==> config.mk <==
export PLATFORM = sky130hd
export DESIGN_NAME = mux_scan_ctrl
export DESIGN_NICKNAME = d
export VERILOG_FILES = /design/src/rtl/mux_scan_ctrl.sv
export SDC_FILE = /design/constraint.sdc
export NUM_CORES = 1
export LEC_CHECK = 0
export ABC_AREA = 0
export BUFFER_PORTS_ARGS = -buffer_cell sky130_fd_sc_hd__buf_2
export CAP_MARGIN = 10
export CORE_UTILIZATION = 45
export CTS_CLUSTER_SIZE = 20
export DETAILED_ROUTE_END_ITERATION = 12
export SETUP_SLACK_MARGIN = 0.5
export SYNTH_ARGS = -nofsm -noshare
export SYNTH_HDL_FRONTEND = slang
export SYNTH_SLANG_ARGS = --single-unit
==> constraint.sdc <==
create_clock -name clk -period 1.8 [get_ports clk]
set_input_delay 0.18 -clock clk [delete_from_list [all_inputs] [get_ports clk]]
set_output_delay 0.18 -clock clk [all_outputs]
set_load 0.03 [all_outputs]
==> src/rtl/mux_scan_ctrl.sv <==
// mux_scan_ctrl: steps a 4:1 mux select through its channels, holds each one
// for DWELL cycles, samples y at the end of each dwell and publishes the four
// samples as a frame with a one-cycle valid strobe. Single-shot or continuous.
// Optional build macro SCAN_MASK_EN adds chan_mask[3:0]: masked channels are
// skipped entirely and read back as 0 in the frame.
module mux_scan_ctrl #(
  parameter int unsigned DWELL = 2
) (
  input  logic       clk,
  input  logic       rst,
  input  logic       start,
  input  logic       cont,
  input  logic       stop,
  input  logic       y,
`ifdef SCAN_MASK_EN
  input  logic [3:0] chan_mask,
`endif
  output logic [1:0] sel,
  output logic [3:0] frame,
  output logic       frame_valid,
  output logic       busy
);

  typedef enum logic [1:0] {
    IDLE = 2'd0,
    SCAN = 2'd1,
    DONE = 2'd2
  } state_t;

  localparam logic [3:0] LAST = 4'(DWELL - 1);

  state_t     state;
  logic [3:0] dwell_cnt;
  logic [3:0] shadow;
  logic [3:0] captured;
  logic [3:0] mask_q;
  logic [3:0] start_mask;
  logic       cont_q;
  logic       stop_q;
  logic [2:0] start_ch;
  logic [2:0] restart_ch;
  logic [2:0] next_ch;

`ifdef SCAN_MASK_EN
  assign start_mask = chan_mask;
`else
  assign start_mask = '0;
`endif

  // Lowest unmasked channel at or above 'from'; 4 means none is left.
  function automatic logic [2:0] first_unmasked(input logic [3:0] m,
                                                input logic [2:0] from);
    logic found;
    first_unmasked = 3'd4;
    found          = 1'b0;
    for (int unsigned i = 0; i < 4; i++) begin
      if (!found && i >= 32'(from) && !m[i[1:0]]) begin
        first_unmasked = 3'(i);
        found          = 1'b1;
      end
    end
  endfunction

  // Shadow with the live sample merged in, plus channel-advance lookups.
  always_comb begin
    captured      = shadow;
    captured[sel] = y;
    start_ch      = first_unmasked(start_mask, 3'd0);
    restart_ch    = first_unmasked(mask_q, 3'd0);
    next_ch       = first_unmasked(mask_q, {1'b0, sel} + 3'd1);
  end

  // Scan sequencer with registered sel/frame/frame_valid/busy.
  // The last channel's sample goes straight from y into frame on the edge
  // that enters DONE, so no extra cycle is spent waiting for the shadow.
  // An all-masked scan spends one SCAN cycle before DONE so the strobe still
  // lands one cycle after the start edge.
  always_ff @(posedge clk or posedge rst) begin
    if (rst) begin
      state       <= IDLE;
      sel         <= '0;
      frame       <= '0;
      frame_valid <= 1'b0;
      busy        <= 1'b0;
      dwell_cnt   <= '0;
      shadow      <= '0;
      cont_q      <= 1'b0;
      stop_q      <= 1'b0;
      mask_q      <= '0;
    end else begin
      frame_valid <= 1'b0;
      case (state)
        IDLE: begin
          sel <= '0;
          if (start) begin
            state     <= SCAN;
            busy      <= 1'b1;
            dwell_cnt <= '0;
            cont_q    <= cont;
            stop_q    <= 1'b0;
            mask_q    <= start_mask;
            sel       <= start_ch[2] ? 2'd0 : start_ch[1:0];
          end
        end
        SCAN: begin
          if (stop) stop_q <= 1'b1;
          if (&mask_q) begin
            state       <= DONE;
            frame       <= '0;
            frame_valid <= 1'b1;
          end else if (dwell_cnt == LAST) begin
            dwell_cnt <= '0;
            shadow    <= captured;
            if (next_ch[2]) begin
              state       <= DONE;
              frame       <= captured & ~mask_q;
              frame_valid <= 1'b1;
            end else begin
              sel <= next_ch[1:0];
            end
          end else begin
            dwell_cnt <= dwell_cnt + 4'd1;
          end
        end
        DONE: begin
          if (stop) stop_q <= 1'b1;
          dwell_cnt <= '0;
          if (cont_q && !stop_q && !stop) begin
            state <= SCAN;
            sel   <= restart_ch[2] ? 2'd0 : restart_ch[1:0];
          end else begin
            state <= IDLE;
            sel   <= '0;
            busy  <= 1'b0;
          end
        end
        default: begin
          state <= IDLE;
          sel   <= '0;
          busy  <= 1'b0;
        end
      endcase
    end
  end

endmodule

# Yosys cells after proc, flatten, opt, wreduce, memory -nomap -nowiden

Index checks and enable logic that the tools add are counted.

Mux-type cells: 32
Bitwise gates (word level): 1
Div/mod/pow operators: 0
Order comparisons: 6
$mul: 0
Eq/ne operators: 9
Shift operators: 0
Reduce and logical (&&, ||, !) cells: 23
Add/sub/neg operators: 2

Operators with widths:

| kind                  | count |
|---|---|
| $mux W4               | 4 |
| $mux W1               | 12 |
| $mux W2               | 6 |
| $mux W3               | 4 |
| $pmux W4 S3           | 1 |
| $reduce_and A3 Y1     | 4 |
| $ne A2 B2 Y1 const B  | 5 |
| $reduce_and A2 Y1     | 4 |
| $ge A1 B3 Y1 const A  | 2 |
| $ge A2 B3 Y1 const A  | 2 |
| $logic_and A1 B1 Y1   | 6 |
| $pmux W2 S3           | 1 |
| $logic_not A1 Y1      | 5 |
| $add A4 B1 Y4 const B | 1 |
| $bwmux W4             | 1 |
| $eq A4 B1 Y1 const B  | 1 |
| $add A2 B1 Y3 const B | 1 |
| $lt A2 B3 Y1 const B  | 1 |
| $pmux W1 S3           | 1 |
| $reduce_bool A3 Y1    | 1 |
| $demux W1 S2          | 1 |
| $eq A2 B1 Y1 const B  | 1 |
| $eq A2 B2 Y1 const B  | 1 |
| $ge A2 B1 Y1 const B  | 1 |
| other kinds (6)       | 6 |

Memory bits (writable): 0
Input port bits: 6
Flip-flop bits (word level): 20
Latch bits: 0
Logic and storage cells: 82
ROM bits: 0
Memories: 0
Output and inout bits: 8

# Logic depth before layout (Yosys ltp)

Gate-level depths: netlist (run 1).

Depth in word-level cells: 15
Mapped depth: 6
Mapped depth without buffers: 5

# Least setup slack after synthesis (run 1)

OpenSTA, ideal clock, no wires.

Kind: reg-to-reg
Start point: register sel[1]
End point: register state[1]
Slack: 0.149 ns
Setup time: 0.125 ns
Path buffers: 0
Data arrival time: 1.527 ns
Required time: 1.675 ns
Period minus slack after synthesis: 1.651 ns
Cell stages (with the launch flop): 5
Cell sequence: dfrtp_1 -> ha_1 -> nand4bb_1 -> a21oi_1 -> mux2_2

Longest elaborated chain between the ends: 14
Elaborated cells between the ends (all ways): 20
Those cells by class: add/sub (1); order compare (4); eq/ne (1); mux (7); reduce/logical (7)

RTL lines:

| item                                   | line | source |
|---|---|---|
| start: declaration                     | 18   | `output logic [1:0] sel,` |
| start signal: assignment               | 102  | `sel <= start_ch[2] ? 2'd0 : start_ch[1:0];` |
| start signal: assignment               | 119  | `sel <= next_ch[1:0];` |
| start signal: assignment               | 130  | `sel <= restart_ch[2] ? 2'd0 : restart_ch[1:0];` |
| $add A2 B1 Y3 (*)                      | 70   | `next_ch = first_unmasked(mask_q, {1'b0, sel} + 3'd1);` |
| $ge A1 B3 Y1                           | 57   | `if (!found && i >= 32'(from) && !m[i[1:0]]) begin` |
| $mux W1                                | 57   |  |
| $logic_not A1 Y1                       | 57   |  |
| $logic_and A1 B1 Y1                    | 57   |  |
| $mux W1                                | 57   |  |
| $logic_not A1 Y1                       | 57   |  |
| $logic_and A1 B1 Y1                    | 57   |  |
| $mux W1                                | 57   |  |
| $logic_not A1 Y1                       | 57   |  |
| $logic_and A1 B1 Y1                    | 57   |  |
| $mux W3 (*)                            | 57   |  |
| $ne A2 B2 Y1 (no source line) (*)      | n/a  |  |
| $reduce_and A3 Y1 (no source line) (*) | n/a  |  |
| end signal: assignment                 | 80   | `state <= IDLE;` |
| end signal: assignment                 | 96   | `state <= SCAN;` |
| end signal: assignment                 | 108  | `state <= DONE;` |
| end: declaration                       | 32   | `state_t state;` |

Mark *: on every way between the ends. The rest lies on a longest branch, timed or not.
A chain may end at the register's enable or synchronous reset.

# Worst setup path in the final report (run 1)

Start point: register dwell_cnt[1]
End point: register sel[0]

Longest elaborated chain between the ends: 3

RTL lines:

| item                               | line | source |
|---|---|---|
| start: declaration                 | 33   | `logic [3:0] dwell_cnt;` |
| start signal: assignment           | 122  | `dwell_cnt <= dwell_cnt + 4'd1;` |
| $eq A4 B1 Y1                       | 111  | `end else if (dwell_cnt == LAST) begin` |
| $ne A2 B2 Y1 (no source line)      | n/a  |  |
| $reduce_and A2 Y1 (no source line) | n/a  |  |

Every way passes these cells.

==> results.py, run 1 <==
metrics = {
    "clock_network": {
        "cts-root-buf": "clkbuf_4",
        "clk_pin_slew_worst_paths_ps": 120,
        "cts_num_sinks": 20,
        "htree_levels": 1,
        "clk_path_buf_depth": 2,
        "cts-buffers-inserted": 3,
        "clk_latency_ps": 300,
        "cts_tree": "done",
    },
    "sta": {
        "period_needed_ps": 1550,
        "final_max_slew_viol_count": 0,
        "layout_setup_ws_ps": 252,
        "setup_violations": 0,
        "finClkSkew_ps": 2.63,
        "hold_slack_ps": 99.5,
        "hold_violations": 0,
        "max_freq_mhz": 646,
        "worstMarginPinSlew_ps": 489,
        "slew_headroom": 0.673,
        "min_period_over_period": 0.860,
        "tns_ps": 0,
        "rsz0062_at_grt": "yes",
    },
    "synthesis": {
        "synth_edf_count": 0,
        "seq_area_frac_synth": 0.443,
        "synth_area_leader_cell": "dfrtp_1",
        "synth.cell_area_um2": 1130,
        "yosysUniqueCellTypes": 32,
        "synthTopCellsByCount": "dfrtp_1 (20), ha_1 (12), a21oi_1 (8), inv_1 (8), nand2_1 (8)",
        "synth.area.top_cells": "dfrtp_1 (44%), ha_1 (13%), mux2_2 (5.0%)",
        "async_flop_share": 1.00,
        "synthMostInstantiatedCell": "dfrtp_1",
        "synth_fp_nets": 123,
        "synth_top_area_frac": 0.443,
        "syn_avg_cell_area_um2": 10.8,
        "synth_ff_type": "dfrtp_1",
        "synth_seq_cells": 20,
        "synth_warnings": 0,
        "synth_cells": 105,
    },
    "die": {
        "core_area_um2": 2300,
        "num_rows": 17,
        "pin_count": 14,
        "fp.dieW_um": 52.1,
        "die_h_um": 52.1,
        "die_area_um2": 2710,
        "initial_core_util": 0.492,
    },
    "critical_path": {
        "required_ps": 2010,
        "reg2reg_slack_ps": 250,
        "r2r_cells": 5,
        "crit_path_start": "dwell_cnt[1]",
        "cp_max_fo": 4,
        "timing.rr.start": "dwell_cnt[1]",
        "cp-end-kind": "flip-flop",
        "crit_path_start_kind": "flip-flop",
        "cp_data_arrival_time_ps": 1750,
        "worstSetupPathType": "flip-flop to flip-flop",
        "timing.rr.end": "sel[0]",
    },
    "detailed_routing": {
        "ant_nets": 0,
        "post-route-drc-count": 0,
        "dr_total_vias": 893,
        "drt_iter0_drc": 15,
        "routed_wl_um": 2470,
        "firstDrtPassIters": 4,
        "wire_per_inst_um": 15.1,
        "viasPerCell": 5.48,
    },
    "layout": {
        "area_growth_pct": 36.9,
        "n_fill_cell": 178,
        "fin_cells": 163,
        "drive_gt1_frac": 0.474,
        "num-nets-final": 154,
        "diodes": 0,
        "final_core_util": 0.673,
    },
    "power": {
        "leakage_nw": 0.684,
        "peakVddDrop_mv": 1.03,
        "p_per_area_nw_per_um2": 1500,
    },
    "global_route": {
        "grt_use_total": 0.225,
        "grt_pass1_vias": 989,
        "grt_max_degree": 14,
        "gr-total-overflow": 0,
        "grt_pass1_wl_um": 4320,
        "grt_antenna_before_repair": 0,
    },
    "placed_design": {
        "io_buffers": 13,
        "dp.cells": 146,
        "place_ws_ps": 183,
        "place_hpwl_um": 1600,
        "place_congestion": 0.781,
    },
    "run_status": {
        "outcome": "finished, final reports clean",
    },
    "min_path": {
        "hold_depth": 2,
        "hold_path_end": "cont_q",
        "min_path_type": "input pin to flip-flop",
        "min-delay-start": "cont",
    },
    "job": {
        "cap_violations": 0,
    },
}
## through the flow
stage               total power [mW]  instance area, um2
floorplan                       1.41                1160
global placement                1.60                1270
detailed placement              1.63                1270
CTS                             2.27                1520
global route                    2.48                1550
finish                          2.32                1550
## cell families after synthesis
family,count (synthesis),synth area share
mux,11,0.104
flops,20,0.443
simple gates,26,0.135
fa+ha+maj,12,0.133
buf+inv,12,0.0443
compound gates,24,0.141
## where the power goes
part	switching [mW]	internal [mW]	total [mW]
clock network	0.147	0.123	0.270
logic	0.643	0.683	1.33
registers	0.125	0.601	0.726
## cell usage in the layout, fill, tap and decap left out, drive strengths merged
| cell type | synthesis | routed |
|---|---|---|
| inv | 8 | 8 |
| nor2b | 2 | 2 |
| ha | 12 | 12 |
| and4bb | 1 | 1 |
| o32a | 1 | 1 |
| nand3 | 4 | 4 |
| a211oi | 1 | 1 |
| dfrtp | 20 | 20 |
| a31oi | 4 | 4 |
| or3b | 1 | 1 |
| buf | 2 | 29 |
| o21ai | 3 | 3 |
| nor3b | 1 | 1 |
| a21oi | 8 | 8 |
| o21bai | 1 | 1 |
| clkbuf | 2 | 4 |
| o32ai | 1 | 1 |
| mux2 | 6 | 6 |
| a211o | 1 | 1 |
| o31ai | 1 | 1 |
| nand2 | 8 | 8 |
| a32o | 2 | 2 |
| nor4bb | 1 | 1 |
| dlygate4sd3 | 0 | 1 |
| nor3 | 1 | 1 |
| a22o | 1 | 1 |
| nor2 | 2 | 2 |
| nand2b | 3 | 3 |
| mux2i | 5 | 5 |
| nand4b | 1 | 1 |
| nand4bb | 1 | 1 |
## layout make-up
type                       count  area, um2  share of cell area
clock buffer                   4       36.3              0.0235
tap                           28       35.0              0.0227
inverter                       8       32.5              0.0210
sequential                    20        504               0.326
timing repair buffer          30        218               0.141
multi-input combinational     73        721               0.466
## worst max path at each step
stage               slack, ps     end  cells past startpoint
floorplan                 260  sel[0]                      6
global placement          200  sel[0]                      5
detailed placement        180  sel[0]                      5
CTS                       300  sel[0]                      5
global route              200  sel[0]                      5
finish                    250  sel[0]                      5
## timing repair
item                                    4_1_cts  5_1_grt
gates resized for setup                      29        6
hold buffers                                  1        0
endpoints found under the hold margin        12        0
endpoints found under the setup margin       19       20
gates cloned                                  0        0
pin swaps                                    14        3
buffers inserted                             11        1
## registers in the layout, summed over array words and instances, names as in the netlist
| name | flops |
|---|---|
| dwell_cnt | 4 |
| frame | 4 |
| shadow | 4 |
| sel | 2 |
| state | 2 |
| busy | 1 |
| cont_q | 1 |
| frame_valid | 1 |
| stop_q | 1 |
## per-layer routing
metal  GRT usage  routed length (um)  vias to the layer above  part of all wire
li1            -                   -                      435                 -
met1       0.242                1040                      432              0.42
met2       0.402                1280                       17              0.52
met3      0.0263                  69                        9             0.028
met4       0.158                  82                        0             0.033
met5           0                   0                        -                 0
## worst max-delay path: stages, from the launching register on
cell	delay [ps]
dfrtp_1	410
inv_1	70
ha_2	170
or3b_4	410
a22o_1	190
a32o_1	200
(Power assumes the default switching activity.)
==> inputs of run 2 (changes only) <==
--- a/config.mk
+++ b/config.mk
@@ -11,7 +11,6 @@
 export CORE_UTILIZATION = 45
 export CTS_CLUSTER_SIZE = 20
 export DETAILED_ROUTE_END_ITERATION = 12
-export SETUP_SLACK_MARGIN = 0.5
 export SYNTH_ARGS = -nofsm -noshare
 export SYNTH_HDL_FRONTEND = slang
 export SYNTH_SLANG_ARGS = --single-unit
==> results.py, run 2 (same netlist as run 1, synthesis figures left out) <==
metrics = {
    "run_status": {
        "outcome": "finished, final reports clean",
    },
    "detailed_routing": {
        "routed_wl_um": 2120,
        "post-route-drc-count": 0,
        "ant_nets": 0,
        "wire_per_inst_um": 13.8,
        "drt_iter0_drc": 18,
        "viasPerCell": 5.43,
        "firstDrtPassIters": 4,
        "dr_total_vias": 831,
    },
    "placed_design": {
        "placed_cell_area_um2": 1250,
        "dp.cells": 148,
        "place_congestion": 0.823,
        "place_hpwl_um": 1520,
        "io_buffers": 13,
    },
    "critical_path": {
        "cp-end-kind": "flip-flop",
        "crit_path_start_kind": "flip-flop",
        "cp_data_arrival_time_ps": 1860,
        "cp_max_fo": 5,
        "worstSetupPathType": "flip-flop to flip-flop",
        "required_ps": 2010,
    },
    "clock_network": {
        "cts-buffers-inserted": 3,
        "htree_levels": 1,
        "clk_latency_ps": 300,
        "cts-root-buf": "clkbuf_4",
        "clk_path_buf_depth": 2,
        "cts-resized-gates": 0,
        "cts_num_sinks": 20,
        "clk_pin_slew_worst_paths_ps": 130,
        "cts_tree": "done",
    },
    "layout": {
        "fin_cells": 153,
        "final_core_util": 0.566,
        "diodes": 0,
        "layout_commonest_cell": "dfrtp_1",
        "num-nets-final": 144,
        "area_growth_pct": 15.2,
        "fin_area_um2": 1300,
        "drive_gt1_frac": 0.224,
        "largestRegisters": "dwell_cnt x4, frame x4, shadow x4",
        "final_cell_mix": "dfrtp_1 (20), buf_2 (13), ha_1 (12)",
    },
    "sta": {
        "max_freq_mhz": 605,
        "finClkSkew_ps": 9.98,
        "worstMarginPinSlew_ps": 486,
        "final_max_slew_viol_count": 0,
        "slew_headroom": 0.672,
        "min_period_over_period": 0.919,
        "hold_violations": 0,
        "period_needed_ps": 1650,
        "rsz0062_at_grt": "no",
        "tns_ps": 0,
        "setup_violations": 0,
    },
    "die": {
        "fp.dieW_um": 52.1,
        "pin_count": 14,
        "die_h_um": 52.1,
        "die_area_um2": 2710,
        "core_area_um2": 2300,
        "initial_core_util": 0.492,
        "num_rows": 17,
    },
    "power": {
        "fin_total_pwr_mw": 1.85,
        "p_per_area_nw_per_um2": 1430,
        "peakVddDrop_mv": 0.825,
        "leakage_nw": 0.605,
    },
    "global_route": {
        "grt_antenna_before_repair": 0,
        "grt_max_degree": 21,
        "gr-total-overflow": 0,
        "grt_use_total": 0.188,
        "grt_pass1_wl_um": 3660,
        "grt_pass1_vias": 802,
    },
    "min_path": {
        "min_path_type": "input pin to flip-flop",
    },
    "job": {
        "cap_violations": 0,
    },
}
run 2: cell types whose count changed in the layout (fill, tap and decap cells not counted), sizes merged:
| cell | delta |
|---|---|
| buf | -10 |
run 2: per-layer routing:
metal | vias to the layer above | routed length, um | track usage
met2 | 12 | 898 | 0.286
met4 | 0 | 26 | 0.0811
met1 | 403 | 1140 | 0.257
met5 | - | 0 | 0
li1 | 414 | - | -
met3 | 2 | 49 | 0.0351
run 2: where the power goes:
group          switching [mW]  leakage, nW  internal, mW
clock network           0.146       0.0210         0.123
logic                   0.490        0.345         0.394
registers               0.107        0.239         0.595
run 2: worst paths after layout:
check	startpoint	to	slack (ps)	cells past startpoint
max	state[0]	state[1]	150	5
min	cont	cont_q	100	2
max reg2reg	state[0]	state[1]	150	5
min reg2reg	cont_q	cont_q	510	1
max in group asynchronous	rst	sel[0]	1160	4
min in group asynchronous	rst	busy	420	4
run 2: what timing repair did:
item                       CTS  global route
buffers inserted             0             0
hold endpoints to repair    20             0
setup endpoints to repair    0             0
hold buffers                 1             0
run 2: per-stage QoR:
| stage | worst slack, ps | hold WS, ps |
|---|---|---|
| 6_report | 147 | 102 |
| 5_1_grt | 9.93 | 88.7 |
| 4_1_cts | 127 | 99.7 |
| 3_5_place_dp | 150 | 221 |
| 3_3_place_gp | 211 | 219 |
| 2_1_floorplan | 149 | 144 |
run 2: worst max-delay path, stage by stage, from the launching register on:
cell	delay [ps]
dfrtp_1	420
inv_1	100
ha_1	260
nor2b_1	200
a21oi_1	220
mux2_2	360
run 2: layout make-up:
type | instances | area (um2)
well taps | 28 | 35.0
multi-input cells | 73 | 579
inverters | 8 | 30.0
repair buffers | 20 | 120
flip-flops and latches | 20 | 500
clock buffers | 4 | 36.3
fillers | 222 | 996
==> inputs of run 3 (changes only) <==
--- a/config.mk
+++ b/config.mk
@@ -6,11 +6,10 @@
 export NUM_CORES = 1
 export LEC_CHECK = 0
 export ABC_AREA = 0
-export BUFFER_PORTS_ARGS = -buffer_cell sky130_fd_sc_hd__buf_2
-export CAP_MARGIN = 10
 export CORE_UTILIZATION = 45
 export CTS_CLUSTER_SIZE = 20
 export DETAILED_ROUTE_END_ITERATION = 12
+export DONT_BUFFER_PORTS = 1
 export SYNTH_ARGS = -nofsm -noshare
 export SYNTH_HDL_FRONTEND = slang
 export SYNTH_SLANG_ARGS = --single-unit
==> results.py, run 3 (same netlist as run 1, synthesis figures left out) <==
metrics = {
    "global_route": {
        "grt_antenna_before_repair": 0,
        "grt_pass1_wl_um": 3320,
        "grt_pass1_vias": 762,
        "grt_max_degree": 21,
        "gr-total-overflow": 0,
        "grt_use_total": 0.173,
    },
    "placed_design": {
        "placed_cell_area_um2": 1180,
        "place_hpwl_um": 1470,
        "place_ws_ps": 143,
        "io_buffers": 0,
        "place_congestion": 0.829,
    },
    "sta": {
        "slew_headroom": 0.500,
        "setup_violations": 0,
        "period_needed_ps": 1670,
        "finClkSkew_ps": 8.21,
        "worstMarginPinSlew_ps": 750,
        "hold_violations": 0,
        "min_period_over_period": 0.928,
        "tns_ps": 0,
        "final_max_slew_viol_count": 0,
        "rsz0062_at_grt": "no",
        "max_freq_mhz": 599,
        "layout_setup_ws_ps": 130,
    },
    "layout": {
        "drive_gt1_frac": 0.118,
        "num-nets-final": 130,
        "diodes": 0,
        "fin_area_um2": 1210,
        "area_growth_pct": 7.53,
        "final_cell_mix": "dfrtp_1 (20), ha_1 (12), nand2_1 (8), a21oi_1 (8), inv_1 (8)",
        "layout_commonest_cell": "dfrtp_1",
        "largestRegisters": "dwell_cnt x4, frame x4, shadow x4",
    },
    "clock_network": {
        "cts-resized-gates": 0,
        "htree_levels": 1,
        "cts_num_sinks": 20,
        "cts-buffers-inserted": 3,
        "clk_pin_slew_worst_paths_ps": 120,
        "clk_path_buf_depth": 2,
        "clk_latency_ps": 300,
        "cts-root-buf": "clkbuf_4",
        "cts_tree": "done",
    },
    "power": {
        "power.internal_mw": 1.04,
        "p_sw_mw": 0.728,
        "leakage_nw": 0.543,
        "pwr-share-comb": 0.454,
        "peakVddDrop_mv": 0.841,
        "switching_share": 0.412,
        "p_per_area_nw_per_um2": 1450,
        "p_clk_frac": 0.121,
        "fin_total_pwr_mw": 1.77,
        "power_frac_seq": 0.425,
    },
    "die": {
        "die_area_um2": 2710,
        "core_area_um2": 2300,
        "initial_core_util": 0.492,
        "fp.dieW_um": 52.1,
        "pin_count": 14,
        "num_rows": 17,
        "die_h_um": 52.1,
    },
    "detailed_routing": {
        "viasPerCell": 5.51,
        "dr_total_vias": 761,
        "wire_per_inst_um": 14.5,
        "routed_wl_um": 2010,
        "drt_iter0_drc": 17,
        "post-route-drc-count": 0,
        "firstDrtPassIters": 4,
        "ant_nets": 0,
    },
    "critical_path": {
        "cp_max_fo": 5,
        "worstSetupPathType": "flip-flop to flip-flop",
        "cp-end-kind": "flip-flop",
        "crit_path_start": "state[0]",
        "cp_data_arrival_time_ps": 1870,
        "crit_path_start_kind": "flip-flop",
        "timing.rr.start": "state[0]",
        "required_ps": 2000,
    },
    "min_path": {
        "min-delay-start": "cont",
        "min_path_type": "input pin to flip-flop",
    },
    "job": {
        "cap_violations": 0,
    },
    "run_status": {
        "outcome": "finished, final reports clean",
    },
}
==> run 3: what timing repair did <==
action	4_1_cts	5_1_grt
hold endpoints to repair	20	0
buffers inserted	0	0
hold buffers	1	0
==> run 3: metal layers <==
layer / GRT usage / vias to the layer above / part of all wire
met3: 0.0409 / 2 / 0.031
met1: 0.222 / 361 / 0.51
met5: 0 / - / 0
li1: - / 387 / -
met2: 0.271 / 11 / 0.45
met4: 0.0811 / 0 / 0.0080
==> run 3: metrics by stage <==
| stage | instances | hold slack, ps | util |
|---|---|---|---|
| floorplan | 105 | 144 | - |
| CTS | 138 | 10.8 | 0.529 |
| global route | 138 | 6.13 | 0.529 |
| finish | 138 | 19.9 | 0.529 |
| detailed placement | 134 | 256 | 0.515 |
| global placement | 134 | 253 | 0.515 |
==> run 3: power groups by stage <==
stage | combinational [mW] | clock [mW] | sequential [mW]
2_1_floorplan | 0.581 | 0 | 0.788
3_3_place_gp | 0.784 | 0 | 0.752
3_5_place_dp | 0.806 | 0 | 0.760
4_1_cts | 0.811 | 0.221 | 0.750
5_1_grt | 0.887 | 0.234 | 0.771
6_report | 0.802 | 0.214 | 0.750
==> run 3: critical path, cell delays in order, from the launching register on <==
cell and delay [ps]:
dfrtp_1 430, inv_1 100, ha_1 260, nor2b_1 200, a21oi_1 220, mux2_2 370
==> run 3: layout make-up <==
class | instances | area [um2]
well taps | 28 | 35.0
flip-flops and latches | 20 | 500
fillers | 216 | 1080
clock buffers | 3 | 22.5
repair buffers | 6 | 47.5
multi-input cells | 73 | 579
inverters | 8 | 30.0
==> run 3: worst paths after layout <==
path,endpoint,slack (ps),cells past startpoint
worst max-delay path,state[1],130,5
worst min-delay path,cont_q,20,1
worst max register to register,state[1],130,5
worst min register to register,shadow[2],520,1
max in group asynchronous,frame[0],890,2
min in group asynchronous,cont_q,440,2
